--- src/rtl/bist_top.sv ---
// Memory BIST: 16x8 RAM, a four-phase march sequencer (W0/R0/W1/R1) and a comparator.
// Optional build macro BIST_FAULT_INJECT_EN plants a stuck-at-0 on bit 0 of address 5.
module bist_top #(
  parameter int unsigned       ADDR_W = 4,
  parameter int unsigned       DATA_W = 8,
  parameter logic [DATA_W-1:0] PAT    = 8'h55
) (
  input  logic clk,
  input  logic rst,
  input  logic start,
  output logic fail,
  output logic done
);

  localparam int unsigned DEPTH = 1 << ADDR_W;

  localparam logic [2:0] S_IDLE = 3'd0;
  localparam logic [2:0] S_W0   = 3'd1;
  localparam logic [2:0] S_R0   = 3'd2;
  localparam logic [2:0] S_W1   = 3'd3;
  localparam logic [2:0] S_R1   = 3'd4;
  localparam logic [2:0] S_DONE = 3'd5;

  localparam logic [ADDR_W-1:0] ADDR_MAX = {ADDR_W{1'b1}};

  logic [2:0]        state_q, state_d;
  logic [ADDR_W-1:0] addr_q, addr_d;
  logic              fail_q, fail_d;
  logic              done_q, done_d;

  logic [DATA_W-1:0] mem_q [DEPTH];

  logic              we_c;
  logic              cmp_c;
  logic [DATA_W-1:0] wdata_c;
  logic [DATA_W-1:0] exp_c;
  logic [DATA_W-1:0] wdata_m_c;
  logic [DATA_W-1:0] rdata_c;

`ifdef BIST_FAULT_INJECT_EN
  // Bit 0 of address 5 is stuck at 0: masked on both write and read.
  localparam logic [ADDR_W-1:0] FAULT_ADDR = ADDR_W'(5);
  localparam logic [DATA_W-1:0] FAULT_MASK = ~DATA_W'(1);

  always_comb begin
    wdata_m_c = wdata_c;
    rdata_c   = mem_q[addr_q];
    if (addr_q == FAULT_ADDR) begin
      wdata_m_c = wdata_c & FAULT_MASK;
      rdata_c   = mem_q[addr_q] & FAULT_MASK;
    end
  end
`else
  always_comb begin
    wdata_m_c = wdata_c;
    rdata_c   = mem_q[addr_q];
  end
`endif

  // RAM: synchronous write, asynchronous read, no reset on contents.
  always_ff @(posedge clk) begin
    if (we_c) begin
      mem_q[addr_q] <= wdata_m_c;
    end
  end

  // Sequencer next-state and comparator.
  always_comb begin
    state_d = state_q;
    addr_d  = addr_q;
    fail_d  = fail_q;
    done_d  = done_q;
    we_c    = 1'b0;
    cmp_c   = 1'b0;
    wdata_c = PAT;
    exp_c   = PAT;

    case (state_q)
      S_IDLE, S_DONE: begin
        if (start) begin
          state_d = S_W0;
          addr_d  = '0;
          fail_d  = 1'b0;
          done_d  = 1'b0;
        end
      end
      S_W0: begin
        we_c    = 1'b1;
        wdata_c = PAT;
        addr_d  = addr_q + ADDR_W'(1);
        if (addr_q == ADDR_MAX) state_d = S_R0;
      end
      S_R0: begin
        cmp_c  = 1'b1;
        exp_c  = PAT;
        addr_d = addr_q + ADDR_W'(1);
        if (addr_q == ADDR_MAX) state_d = S_W1;
      end
      S_W1: begin
        we_c    = 1'b1;
        wdata_c = ~PAT;
        addr_d  = addr_q + ADDR_W'(1);
        if (addr_q == ADDR_MAX) state_d = S_R1;
      end
      S_R1: begin
        cmp_c  = 1'b1;
        exp_c  = ~PAT;
        addr_d = addr_q + ADDR_W'(1);
        if (addr_q == ADDR_MAX) begin
          state_d = S_DONE;
          done_d  = 1'b1;
        end
      end
      default: begin
        state_d = S_IDLE;
        addr_d  = '0;
      end
    endcase

    if (cmp_c && (rdata_c != exp_c)) fail_d = 1'b1;
  end

  always_ff @(posedge clk) begin
    if (rst) begin
      state_q <= S_IDLE;
      addr_q  <= '0;
      fail_q  <= 1'b0;
      done_q  <= 1'b0;
    end else begin
      state_q <= state_d;
      addr_q  <= addr_d;
      fail_q  <= fail_d;
      done_q  <= done_d;
    end
  end

  assign fail = fail_q;
  assign done = done_q;

endmodule

--- config.mk ---
export PLATFORM = sky130hd
export DESIGN_NAME = bist_top
export DESIGN_NICKNAME = d
export VERILOG_FILES = /design/src/rtl/bist_top.sv
export SDC_FILE = /design/constraint.sdc
export NUM_CORES = 1
export LEC_CHECK = 0
export ABC_AREA = 1
export CAP_MARGIN = 10
export CORE_ASPECT_RATIO = 1.5
export CORE_MARGIN = 8
export CORE_UTILIZATION = 39
export DETAILED_ROUTE_END_ITERATION = 10
export DONT_BUFFER_PORTS = 1
export MAX_ROUTING_LAYER = met4
export PLACE_DENSITY = 0.52
export SETUP_SLACK_MARGIN = 0.4
export SLEW_MARGIN = 20
export SYNTH_ARGS = -nofsm -noshare
export SYNTH_HDL_FRONTEND = slang
export SYNTH_SLANG_ARGS = --single-unit
--- constraint.sdc ---
create_clock -name clk -period 2 [get_ports clk]
set_clock_uncertainty 0.05 [all_clocks]
set_input_delay 0 -clock clk [delete_from_list [all_inputs] [get_ports clk]]
set_output_delay 0 -clock clk [all_outputs]
set_load 0.005 [all_outputs]
==> results by group, run 1 <==
STA
  • Fmax: 692 MHz
  • Crit share post-route: 72.3%
  • Slew headroom: 66.9%
  • Min Tclk post-route: 1450 ps
  • Final hold vios: 0
  • RSZ-0062 raised after global routing: yes
  • Setup violators final: 0
  • Worst-Margin Slew: 496 ps
  • WHS: 26.6 ps
  • Setup_tns: 0 ps
  • Final Max Tran Viols: 0

Critical path
  • Worst-path cell chain: buf_6 -> nand2_1 -> nand2_1 -> nand2_1 -> nand3_1 -> nand3_1 -> nand2_1 -> nand2_1 -> nand2_1 -> nand3_1 -> nand2_1 -> inv_1
  • Startpoint types: register
  • Cell family contributing the most delay on the critical path: simple AND/OR/NAND/NOR gates
  • CP most frequent cell: nand2_1
  • WP buf/inv: 2
  • Critical path class: register to register
  • CP peak stage delay: 400 ps
  • CP arrival: 1590 ps
  • CP Capture Type: register
  • Worst endpoint required time: 2150 ps
  • Worst Path Max Fanout: 14
  • Slowest CP cell: dfxtp_4

Clock tree
  • Buffer count from post-CTS setup fixing: 0
  • CTS tree: built
  • CTS H-tree depth: 2
  • CTS sink cnt: 45
  • Cts bufs inserted: 5
  • Max clock buf depth: 2
  • Skew-Pair Late Insertion Delay: 300 ps
  • Root buf cell: clkbuf_8
  • Clk slew on worst S/H paths: 90 ps

Cells and area
  • ANT cells: 0
  • Commonest non-fill, non-tap cells in the layout: 66 x nand2_1, 32 x edfxtp_1, 30 x inv_1, 28 x nor2_1, 21 x nand3_1
  • Most common cell after layout, fill and taps aside: nand2_1
  • Design Area, Final: 2290 µm²
  • Layout cells sized above 1: 11.7%
  • Fin nets: 245
  • Area delta synth->final: 10.1%

Synthesis
  • Synthesized area per cell: 9.06 µm²
  • Post-synthesis cell type count: 22
  • Mapped Cells: 230
  • Yosys warns: 0
  • Post-synthesis sequential area ratio: 58.6%
  • Register bit total from synthesis: 45
  • Cell Area, Synth: 2080 µm²
  • Syn nets: 237

Run status
  • Outcome: finished clean

Route
  • Final wirelength: 4.17 mm
  • Post-DRT Antenna Nets: 0
  • Post-DR wirelength/cell: 13.6 µm
  • DRT Pass-1 Iters: 4
  • Mean number of vias per cell: 4.71
  • Initial DRC count: 33
  • DRC Markers: 0
  • DR vias: 1445

GRT
  • Total gr overflow: 0
  • Largest net degree at the start of global routing: 18
  • Gr usage total: 12.3%
  • First-pass GRT wire length: 7.08 mm
  • Vias in the first global route: 1537
  • Initial antenna violation count: 0

Power
  • Pwr dens: 1170 nW/µm²
  • Clock share of power: 23.2%
  • Sw Ratio: 36.4%
  • Psw: 0.000980 W
  • Int Pwr: 0.00171 W
  • Leakage: 0.922 nW
  • Worst ir drop on vdd: 0.662 mV
  • Combinational Power Share: 32.1%
  • Reg power frac: 44.7%

Run
  • Max-cap violations: 0

Placed design
  • IO buf count: 0
  • Area of placed instances: 2160 µm²
  • Global placer's final weighted congestion: 0.812
  • Hpwl dp: 3.18 mm

Floorplan
  • Rows: 32
  • Die Span Y: 106 µm
  • Die X: 75.7 µm
  • Core Footprint: 5160 µm²
  • Io pins: 5
  • Die ar.: 7980 µm²
  • Starting Density: 40.3%

Min path
  • Hold Crit Class: primary input to register
  • Startpoint of the worst hold path: start
==> final timing paths <==
kind                    to  slack (ps)  cells after the start
setup reg to reg      fail         550                     12
hold reg to reg       done         450                      2
setup / recovery      fail         550                     12
hold / removal    register          30                      5
==> power groups by stage <==
stage | clock network [W] | logic, W | registers, W
floorplan | 0 | 0.000734 | 0.00116
global placement | 0 | 0.000865 | 0.00121
detailed placement | 0 | 0.000859 | 0.00121
CTS | 0.000627 | 0.000867 | 0.00119
global route | 0.000664 | 0.00100 | 0.00122
finish | 0.000623 | 0.000865 | 0.00120
==> kinds of logic after synthesis <==
logic type	Yosys count	share of synthesized area (%)
AO/OA/AOI/OAI	15	4.02
adder cells (fa/ha/maj)	4	2.40
AND/OR/NAND/NOR	127	26.7
flip-flops	45	58.6
buffers and inverters	39	8.23
==> synth_stat cells <==
| cell type | n | area share (%) |
|---|---|---|
| nor2_4 | 1 | 0.54 |
| a211oi_1 | 1 | 0.36 |
| inv_2 | 4 | 0.72 |
| buf_4 | 2 | 0.72 |
| a22oi_1 | 1 | 0.36 |
| ha_1 | 4 | 2.4 |
| a21oi_2 | 1 | 0.42 |
| nor3_1 | 4 | 0.96 |
| o21ai_1 | 3 | 0.72 |
| inv_1 | 30 | 5.4 |
| nand3_1 | 21 | 5.0 |
| a21oi_1 | 5 | 1.2 |
| inv_4 | 1 | 0.30 |
| nor2_1 | 29 | 5.2 |
| nand2_1 | 66 | 12 |
| o21ai_0 | 4 | 0.96 |
| edfxtp_1 | 32 | 46 |
| dfxtp_1 | 13 | 12 |
| buf_6 | 2 | 1.1 |
| nor2_2 | 2 | 0.60 |
| nand2_4 | 3 | 1.6 |
| nand3_4 | 1 | 0.84 |
==> stage by stage <==
| step | power [W] | utilization (%) | worst slack, ps | std cells |
|---|---|---|---|---|
| floorplan | 0.00190 | - | 610 | 230 |
| global placement | 0.00208 | 41.7 | 454 | 297 |
| detailed placement | 0.00207 | 41.7 | 448 | 297 |
| CTS | 0.00268 | 44.2 | 429 | 307 |
| global route | 0.00289 | 44.4 | 388 | 307 |
| finish | 0.00269 | 44.4 | 555 | 307 |
==> layout make-up <==
class                      count  area, µm²
multi-input combinational    146        693
tap                           68       85.1
clock inverter                 1       8.76
timing repair buffer           5       46.3
sequential                    45       1230
fill                         527       2870
clock buffer                   7       96.3
inverter                      35        136
==> registers in the layout (all words and copies together), names as in the netlist, named ones only <==
name     count
mem_q       32
state_q      3
addr_q       4
done         1
fail         1
==> repair_timing <==
| action | 4_1_cts | 5_1_grt |
|---|---|---|
| setup endpoints to repair | 0 | 6 |
| hold buffers | 2 | 0 |
| resized for setup | 0 | 7 |
| hold endpoints to repair | 13 | 0 |
==> tightest hold or removal path: cells and delay by family <==
family / cells / cell delay (ps)
simple gates: 4 / 280
buf+inv: 1 / 40
==> per-layer routing <==
metal | vias up | part of all wire (%) | track usage (%)
met2 | 18 | 57 | 22.8
met1 | 672 | 39 | 11.5
met3 | 5 | 2.0 | 2.37
met5 | - | 0 | -
li1 | 750 | - | -
met4 | 0 | 1.8 | 5.39
(Power assumes the default switching activity.)
==> run 2: changes to the inputs <==
Clock period 2 ns to 1.5 ns, I/O delays scaled along.
==> run 2 against run 1 <==
The run now ends with hold timing left; fmax decreased by 3.0%; count of clock-buffer cells in the layout unchanged; wire length increased by 27%; clock power increased by 51%; global-route usage increased by 2.1 points; first-iteration DRC count increased by 33%; largest cell class unchanged; largest power group is now combinational cells; highest routed layer unchanged.
==> results by group, run 2 (same netlist as run 1, synthesis figures left out) <==
Placed design
  • Setup WS pre-CTS: -15.1 ps (-463 ps)
  • Global placer's final weighted congestion: 0.808 (-0.48%)
  • IO buf count: 0 (unchanged)
  • Hpwl dp: 3.32 mm (+4.4%)
  • Placed Cells: 299 (+0.67%)

Route
  • Final wirelength: 5.29 mm (+27%)
  • Post-DR wirelength/cell: 16.2 µm (+19%)
  • DRT Pass-1 Iters: 4 (unchanged)
  • Initial DRC count: 44 (+33%)
  • DRC Markers: 0 (unchanged)
  • DR vias: 1589 (+10%)
  • Mean number of vias per cell: 4.86 (+3.2%)
  • Post-DRT Antenna Nets: 0 (unchanged)

Clock tree
  • Skew-Pair Late Insertion Delay: 300 ps (about the same)
  • Root buf cell: clkbuf_8
  • Cts bufs inserted: 5 (unchanged)
  • CTS H-tree depth: 2 (unchanged)
  • CTS tree: built
  • Clk slew on worst S/H paths: 80 ps (about the same)
  • CTS sink cnt: 45 (unchanged)
  • Max clock buf depth: 2 (unchanged)

Cells and area
  • Most common cell after layout, fill and taps aside: nand2_1
  • Area delta synth->final: 47.9%
  • Commonest non-fill, non-tap cells in the layout: 45 x nand2_1, 32 x edfxtp_1, 21 x inv_1, 20 x nor2_4, 12 x nand2_2
  • Fin nets: 265 (+8.2%)
  • Fillers: 407 (-23%)
  • Largest Register: mem_q
  • ANT cells: 0 (unchanged)
  • Fin util: 59.7% (+15 points)
  • Layout cells sized above 1: 49.4% (+38 points)
  • Largest regs: mem_q: 32 flops, addr_q: 4 flops, state_q: 3 flops
  • Max FFs per register: 32 (unchanged)
  • Layout Cells excl Fill: 327 (+6.5%)

Floorplan
  • Core Footprint: 5160 µm² (unchanged)
  • Starting Density: 40.3% (unchanged)
  • Rows: 32 (unchanged)
  • Die Span Y: 106 µm (unchanged)
  • Die X: 75.7 µm (unchanged)
  • Io pins: 5 (unchanged)
  • Die ar.: 7980 µm² (unchanged)

STA
  • Worst-Margin Slew: 286 ps (-211 ps)
  • Crit share post-route: 99.3% (+27 points)
  • Final Max Tran Viols: 0 (unchanged)
  • Fmax: 671 MHz (-3.0%)
  • WHS: -307 ps (-334 ps)
  • Min Tclk post-route: 1490 ps (+44.5 ps)
  • RSZ-0062 raised after global routing: yes
  • Setup ws final: 10.2 ps (-545 ps)
  • Setup violators final: 0 (unchanged)
  • Setup_tns: 0 ps (unchanged)
  • Final hold vios: 13 (+13)
  • Slew headroom: 80.8% (+14 points)

GRT
  • Gr usage total: 14.4% (+2.1 points)
  • Largest net degree at the start of global routing: 15 (-3)
  • Initial antenna violation count: 0 (unchanged)
  • Vias in the first global route: 1659 (+7.9%)
  • Total gr overflow: 0 (unchanged)
  • First-pass GRT wire length: 8.09 mm (+14%)

Critical path
  • Worst endpoint required time: 1660 ps (-490 ps)
  • CP arrival: 1650 ps (+60 ps)
  • Startpoint types: register
  • CP Capture Type: register
  • Worst Path Max Fanout: 7 (-7)
  • Critical path class: register to register

Run status
  • Failing checks: hold timing
  • Outcome: finished with violations

Power
  • Worst ir drop on vdd: 1.11 mV (+68%)
  • Leakage: 1.14 nW (+23%)
  • Pwr dens: 1660 nW/µm² (+42%)

Min path
  • Hold Crit Class: primary input to register

Run
  • Max-cap violations: 0 (unchanged)
run 2: cell count changes in the layout (fill, tap and decap cells not counted), moves of 5 or more:
cell | previous run | this run
nor2_1 | 28 | 8
nand2_4 | 3 | 8
nand2_2 | 0 | 12
buf_6 | 1 | 7
nand3_1 | 21 | 10
buf_4 | 2 | 9
nand2_1 | 66 | 45
inv_1 | 30 | 21
nor2_4 | 1 | 20
dfxtp_1 | 10 | 5
nand3_2 | 0 | 11
dfxtp_4 | 1 | 6
run 2: final timing paths:
path / startpoint / end / slack (ps) / cells after the start
max: register / fail / 10 / 12
min: rst / state_q[1] / -310 / 1
min reg2reg: done / done / 470 / 2
max reg2reg: register / fail / 10 / 12
run 2: timing repair:
| action | 4_1_cts | 5_1_grt |
|---|---|---|
| hold endpoints to repair | 13 | 13 |
| gates cloned | 3 | 2 |
| pin swaps | 15 | 18 |
| endpoints found under the setup margin | 77 | 77 |
| buffers inserted | 10 | 5 |
| gates resized for setup | 66 | 40 |
run 2: power breakdown:
part           internal (W)  leakage [nW]  switching, W
registers           0.00150         0.402      0.000192
logic               0.00109         0.671       0.00140
clock network      0.000528        0.0645      0.000415
run 2: stage by stage:
stage	area, µm²	power (W)
2_1_floorplan	2250	0.00278
3_3_place_gp	2340	0.00306
3_5_place_dp	2340	0.00306
4_1_cts	2870	0.00469
5_1_grt	3080	0.00540
6_report	3080	0.00512
run 2: final cells by class:
cell class / instances / area (µm²) / area share [%]
flip-flops and latches: 45 / 1250 / 40.4
multi-input cells: 146 / 1120 / 36.3
repair buffers: 23 / 297 / 9.62
inverters: 35 / 184 / 5.97
clock buffers: 7 / 119 / 3.86
well taps: 68 / 85.1 / 2.76
repair inverters: 2 / 27.5 / 0.893
clock inverters: 1 / 5.00 / 0.162
run 2: layer usage:
layer  up-vias  global-route usage, %  wire (µm)
met5         -                      -          0
met4         0                   6.77        200
met3        15                   3.51        162
met2        21                   26.5       3190
met1       760                   12.8       1740
li1        793                      -          -
run 2: critical path, stage by stage, from the launching register on:
cell and delay (ps):
dfxtp_4 420, buf_12 170, inv_8 50, nand2_1 50, nand2_1 50, nand2_1 100
nand3_2 90, nand3_2 100, nand3_2 90, nand2_1 70, nand3_2 60, nand2_1 50
inv_1 30
